### src/rtl/rf_wb_queue.sv
// Writeback queue: merges ALU and load results into the single RF write port
// through an in-order FIFO, and flags RAW hazards against pending writes.
// Optional forwarding of pending data is enabled by defining WB_FWD_EN.
module rf_wb_queue #(
    parameter int DEPTH = 4,
    parameter int AW    = 4,
    parameter int DW    = 16
) (
    input  logic          clk,
    input  logic          rst_n,
    input  logic          alu_vld,
    output logic          alu_rdy,
    input  logic [AW-1:0] alu_addr,
    input  logic [DW-1:0] alu_data,
    input  logic          mem_vld,
    output logic          mem_rdy,
    input  logic [AW-1:0] mem_addr,
    input  logic [DW-1:0] mem_data,
    output logic          we,
    output logic [AW-1:0] dst_addr,
    output logic [DW-1:0] dst,
    input  logic          re0,
    input  logic          re1,
    input  logic [AW-1:0] p0_addr,
    input  logic [AW-1:0] p1_addr,
    output logic          hzd0,
    output logic          hzd1,
    output logic          fwd0_vld,
    output logic          fwd1_vld,
    output logic [DW-1:0] fwd0,
    output logic [DW-1:0] fwd1,
    output logic          empty
);

    localparam int PW = (DEPTH > 1) ? $clog2(DEPTH) : 1;
    localparam int CW = PW + 1;
    localparam logic [CW-1:0] FULL = CW'(DEPTH);

    logic [CW-1:0] count;
    logic [PW-1:0] wr_ptr;
    logic [PW-1:0] rd_ptr;

    // Entry payload carries no reset; only count/pointers define validity.
    logic [AW-1:0] addr_q [DEPTH];
    logic [DW-1:0] data_q [DEPTH];

    logic          mem_push;
    logic          alu_push;
    logic          pop;
    logic [PW-1:0] alu_slot;
    logic [CW-1:0] n_push;

    // Load unit gets first claim on the last free slot.
    assign mem_rdy = (count < FULL);
    assign alu_rdy = ((count + CW'(mem_vld)) < FULL);

    // Register 0 is hardwired to zero, so those writes complete but vanish.
    assign mem_push = mem_vld && mem_rdy && (mem_addr != '0);
    assign alu_push = alu_vld && alu_rdy && (alu_addr != '0);
    assign pop      = (count != '0);
    assign alu_slot = mem_push ? (wr_ptr + PW'(1)) : wr_ptr;
    assign n_push   = CW'(mem_push) + CW'(alu_push);

    always_ff @(posedge clk) begin
        if (mem_push) begin
            addr_q[wr_ptr] <= mem_addr;
            data_q[wr_ptr] <= mem_data;
        end
        if (alu_push) begin
            addr_q[alu_slot] <= alu_addr;
            data_q[alu_slot] <= alu_data;
        end
    end

    always_ff @(posedge clk or negedge rst_n) begin
        if (!rst_n) begin
            count    <= '0;
            wr_ptr   <= '0;
            rd_ptr   <= '0;
            we       <= 1'b0;
            dst_addr <= '0;
            dst      <= '0;
        end else begin
            count  <= count + n_push - CW'(pop);
            wr_ptr <= wr_ptr + PW'(n_push);
            we     <= pop;
            if (pop) begin
                rd_ptr   <= rd_ptr + PW'(1);
                dst_addr <= addr_q[rd_ptr];
                dst      <= data_q[rd_ptr];
            end
        end
    end

    assign empty = (count == '0) && !we;

    logic          port_act  [2];
    logic [AW-1:0] port_addr [2];
    logic          match     [2];
    logic [PW-1:0] idx;

    assign port_act[0]  = re0 && (p0_addr != '0);
    assign port_act[1]  = re1 && (p1_addr != '0);
    assign port_addr[0] = p0_addr;
    assign port_addr[1] = p1_addr;

`ifdef WB_FWD_EN
    logic [DW-1:0] fdata [2];
`endif

    // Scan oldest to youngest so the last hit is the newest pending write;
    // the output stage is older than every FIFO entry.
    always_comb begin
        idx = '0;
        for (int p = 0; p < 2; p++) begin
            match[p] = port_act[p] && we && (dst_addr == port_addr[p]);
`ifdef WB_FWD_EN
            fdata[p] = dst;
`endif
            for (int i = 0; i < DEPTH; i++) begin
                idx = rd_ptr + PW'(i);
                if (port_act[p] && (CW'(i) < count) && (addr_q[idx] == port_addr[p])) begin
                    match[p] = 1'b1;
`ifdef WB_FWD_EN
                    fdata[p] = data_q[idx];
`endif
                end
            end
        end
    end

`ifdef WB_FWD_EN
    assign hzd0     = 1'b0;
    assign hzd1     = 1'b0;
    assign fwd0_vld = match[0];
    assign fwd1_vld = match[1];
    assign fwd0     = match[0] ? fdata[0] : '0;
    assign fwd1     = match[1] ? fdata[1] : '0;
`else
    assign hzd0     = match[0];
    assign hzd1     = match[1];
    assign fwd0_vld = 1'b0;
    assign fwd1_vld = 1'b0;
    assign fwd0     = '0;
    assign fwd1     = '0;
`endif

endmodule
### config.mk
export PLATFORM = sky130hd
export DESIGN_NAME = rf_wb_queue
export DESIGN_NICKNAME = d
export VERILOG_FILES = /design/src/rtl/rf_wb_queue.sv
export SDC_FILE = /design/constraint.sdc
export NUM_CORES = 1
export LEC_CHECK = 0
export CELL_PAD_IN_SITES_DETAIL_PLACEMENT = 1
export CELL_PAD_IN_SITES_GLOBAL_PLACEMENT = 1
export CORE_UTILIZATION = 39
export CTS_CLUSTER_SIZE = 10
export DETAILED_ROUTE_END_ITERATION = 16
export GPL_TIMING_DRIVEN = 0
export PLACE_DENSITY_LB_ADDON = 0.1
export SKIP_CTS_REPAIR_TIMING = 1
export SYNTH_ARGS = -nofsm -noshare
export SYNTH_HDL_FRONTEND = slang
export SYNTH_SLANG_ARGS = --single-unit
### constraint.sdc
create_clock -name clk -period 2.3 [get_ports clk]
set_input_delay 0.46 -clock clk [delete_from_list [all_inputs] [get_ports clk]]
set_output_delay 0.46 -clock clk [all_outputs]
set_load 0.01 [all_outputs]
# Word level (Yosys, flattened, before mapping)
# Memories as Yosys holds them, arrays and structs flattened. A register that Yosys moved wholly into a read port is not among the register bits.
# Index checks and enable logic that the tools add are counted.
# classes
add_sub_neg	9
mul	0
n_div	0
order_cmp	6
n_eq_ne	10
shifts	0
n_mux	13
n_bitwise	0
n_reduce_logical	35
# ops
cell	count
4-bit == test	10
1-bit logical AND	27
4-bit nonzero test	4
1-bit 2-to-1 mux	12
1-bit by 3-bit less-than comparator with 1-bit output, first input constant	2
2-bit by 3-bit less-than comparator with 1-bit output, first input constant	2
3-bit less-than comparator, second input constant	2
2-bit by 1-bit adder with 2-bit output, second input constant	2
2-bit adder, second input constant	2
3-bit by 1-bit adder with 3-bit output	1
3-bit by 2-bit adder with 3-bit output	1
3-bit zero test	1
3-bit nonzero test	1
3-bit by 1-bit subtractor with 3-bit output	1
1-bit by 1-bit adder with 2-bit output	1
2-bit adder	1
1-bit zero test	2
2-bit 2-to-1 mux	1
# totals
register_bits	12
latchBits	0
ramBits	80
rom_bits	0
inputBits	54
out_inout_bits	60
wordCells	80
memories	2
# memory_table
memory	words	word_bits	rd	rd_clocked_by_memory_dff	wr	line_no	text
data_q	4	16	1	1	2	45	logic [DW-1:0] data_q [DEPTH];
addr_q	4	4	4	0	2	44	logic [AW-1:0] addr_q [DEPTH];

# Depth between registers and ports, before layout
# logic_depth
word_depth	8
depth_mapped	13
depth_no_buf	12

# Least setup slack after synthesis
# Ideal clock, no wire load.
# synth_timing
path_kind	in2reg
from	in alu_addr[0]
to	reg count[2]
setup_time_ns	0.128
arrival_time_ns	2.674
t_required_ns	2.172
path_slack_ns	-0.502
cell_stages	12
path_buffers	1
path_cell_list	or4_1 > and3_1 > buf_6 > ha_1 > inv_1 > ha_1 > inv_1 > ha_1 > inv_1 > fa_1 > xnor2_1 > xnor2_1
# synth_via
elab_chain_cells	5
# synth_rtl
item	line_no	text
start, declared	13	input logic [AW-1:0] alu_addr,
4-bit nonzero test	59	assign alu_push = alu_vld && alu_rdy && (alu_addr != '0);
1-bit logical AND	59	
1-bit by 1-bit adder with 2-bit output	62	assign n_push = CW'(mem_push) + CW'(alu_push);
3-bit by 2-bit adder with 3-bit output	84	count <= count + n_push - CW'(pop);
3-bit by 1-bit subtractor with 3-bit output	84	
end signal, assigned	84	
end, declared	39	logic [CW-1:0] count;
# No other way between the ends.
# A chain may end at the register's enable or synchronous reset.

# Final worst setup path
# layout_timing
from	reg rd_ptr[0]
to	out hzd1
# layout_via
elab_chain_cells	7
elab_cells_between_ends	16
cone_classes	add/sub (3); eq/ne (4); mux (4); reduce/logical (4); memory (1)
# layout_rtl
item	line_no	text
start, declared	41	logic [PW-1:0] rd_ptr;
start signal, assigned	88	rd_ptr <= rd_ptr + PW'(1);
2-bit by 1-bit adder with 2-bit output or memory 4 x 4 bit (tied branches)	--	
memory 4 x 4 bit (*)	--	
4-bit == test or 1-bit logical AND (tied branches)	122	if (port_act[p] && (CW'(i) < count) && (addr_q[idx] == port_addr[p])) begin
1-bit logical AND or 1-bit 2-to-1 mux (tied branches)	122	
1-bit 2-to-1 mux (2 in series)	122	
1-bit 2-to-1 mux (*)	122	
end, declared	27	output logic hzd1,
# Every way passes the cells marked *; elsewhere a longest branch is shown, timed or not.

==> reports/metrics.cfg <==
[run_status]
violations = setup timing
status = finished with violations

[logic_synthesis]
async_reset_ff_frac = 0.259
synth_edf_count = 80
synth.distinct_cells = 40
postSynthCellCount = 479
ys.flop_type = edfxtp_1
ys_seq_area_frac = 0.477
yosys_warnings = 0
synth-seq-cells = 108
avgSynthCellArea_sq_um = 13.6
synthesis.area_sq_um = 6510

[global_routing]
grt_pass1_wl_mm = 25.1
grt.total_usage = 0.196
grt_max_degree = 29
overflow = 0
antenna_found_initial = 0
first_global_vias = 4316

[sta]
rsz0062_at_grt = true
finalHoldViolCount = 0
period_share = 1.18
timing.hold.ws_ns = 0.172
fin_crit_ns = 2.72
timing.final.ws_setup_ns = -0.418
slew_headroom = 0.474
finalMaxSlewViolations = 0
finalSetupViolations = 4
tightest_slew_ns = 0.780
fin_setup_tns_ns = -1.33
clock_skew_ns = 0.00818
max_freq_ghz = 0.368

[layout]
fill_cells = 1621
final_cells = 839
syn_to_final_growth_pct = 30.1
final_common_cell = edfxtp_1
drive_above_1_share = 0.403
layout.nets = 682
antenna_cells = 0
final_cell_mix = edfxtp_1, nand2_1, clkdlybuf4s50_1, buf_4, mux2_2
design_area_sq_um = 8470
postLayoutCoreUtil = 0.525

[detailed_routing]
vias_per_cell = 5.03
drt_iter0_drc = 137
antenna_left = 0
totalWireLength_mm = 16.8
drt_pass1_iterations = 4
drc = 0
wl_per_cell_microns = 20.1
vias = 4218

[setup_path]
reg2reg_depth = 14
rrSetupSlack_ns = -0.32
crit_required_ns = 1.84
crit_path_end_kind = output port
critPathLaunchType = flop
cp_slowest_cell = mux4_2
path_max_fanout = 7
critical_path.max_stage_delay_ns = 0.57
cp_common_cell = buf_6
reg2reg_from = count[0]
arrival_ns = 2.26
r2r-end = count[2]
worstSetupPathType = reg -> out
path_cells = buf_6 > mux4_2 > buf_6 > xor2_2 > nor4_2 > nand3_1 > nand4_1 > buf_2

[floorplanning]
initial_core_util = 0.404
die-area_sq_um = 17200
die_w_microns = 131
rows = 46
ios = 114
coreArea_sq_um = 16100
die_h_microns = 131

[clock_network]
cts_made_buffers = 9
cts_tree = built
clk_root_buffer_cell = clkbuf_16
clk_pin_slew_ns = 0.07
clock_latency_ns = 0.36
cts-htree-levels = 3
ctsLongestPathBuffers = 2
cts.sinks = 108

[placement]
post-dp-hpwl_mm = 11.7
post-place-ws_ns = -1.09
place.gp.congestion = 0.820
placed_area_sq_um = 7650
io_buffers = 71
dp.cells = 799

[pwr]
ir_drop_mv = 0.678
p_per_area_nw_per_um2 = 1250
p_leak_nw = 3.39
power.total_mw = 10.6

[flow_run]
drv_cap = 0

[min_path]
hold_class = in -> async

-- sequential cells by signal (all words and copies together), names as in the netlist --
name and count:
addr_q 16, rd_ptr 2, wr_ptr 2, we 1
dst 16, data_q 64, count 3, dst_addr 4
-- Yosys cell counts (2+ instances only) --
cell type  count  area (sq um)
edfxtp_1      80          2400
nand2_1       67           251
mux2_2        42           473
buf_4         39           293
mux2_4        38           571
dfrtp_1       28           701
mux4_2        26           586
xnor2_1       25           219
xor2_1        22           193
nor3_1        12          60.1
inv_1         10          37.5
mux2i_1       10           100
clkbuf_1       9          33.8
ha_1           9           113
nand4_1        7          43.8
buf_2          6          30.0
nor2_1         6          22.5
mux2_1         5          56.3
buf_1          4          15.0
buf_6          4          45.0
nand3_1        4          20.0
nor4_1         3          18.8
a21o_2         2          17.5
a31oi_1        2          12.5
buf_12         2          40.0
o21ai_2        2          17.5
o41ai_1        2          17.5
-- routing by layer --
| layer | vias up | track usage | share of wire |
|---|---|---|---|
| li1 | 1949 | - | - |
| met1 | 2116 | 0.247 | 0.43 |
| met2 | 122 | 0.335 | 0.51 |
| met3 | 31 | 0.0351 | 0.036 |
| met4 | 0 | 0.0699 | 0.021 |
| met5 | - | 0 | 0 |
-- cells by family (layout without fill, tap and decap cells) --
kind of cell    count (synthesis)  after routing  synth area share
compound gates                 11             13            0.0144
buf+inv                        74            182            0.0759
simple gates                  107            108            0.0744
xor+xnor                       47             47            0.0632
mux                           121            121             0.274
other cells                     1             34          0.000576
fa+ha+maj                      10             10            0.0204
flops                         108            108             0.477
-- critical path: cells and delay by family, from the launching register on --
kind | cells | cell delay, ns
mux | 1 | 0.57
buf+inv | 3 | 0.45
xor+xnor | 1 | 0.14
flops | 1 | 0.34
simple gates | 3 | 0.39
-- how the worst max path moves through the flow --
stage | startpoint | end | slack, ns | cells past startpoint
CTS | count[0] | empty | -1.26 | 5
global placement | p1_addr[0] | hzd1 | -1.02 | 6
floorplan | alu_addr[0] | count[2] | -0.33 | 12
detailed placement | p1_addr[0] | hzd1 | -1.09 | 6
finish | rd_ptr[0] | hzd1 | -0.42 | 8
global route | rd_ptr[0] | hzd1 | -0.52 | 8
-- where the power goes --
group | internal [mW] | leakage [nW] | total (mW) | switching, mW
Clock | 0.852 | 0.139 | 1.56 | 0.713
Combinational | 2.94 | 2.19 | 5.76 | 2.81
Sequential | 2.91 | 1.06 | 3.28 | 0.368
-- layout make-up --
cell class | count | area [sq um] | area share
timing repair buffer | 93 | 892 | 0.105
sequential | 108 | 3110 | 0.367
multi-input combinational | 333 | 3350 | 0.396
inverter | 10 | 43.8 | 0.00517
clock buffer | 11 | 233 | 0.0275
tap | 216 | 270 | 0.0319
buffer | 63 | 508 | 0.0600
clock inverter | 5 | 61.3 | 0.00724
(Power assumes the default switching activity.)
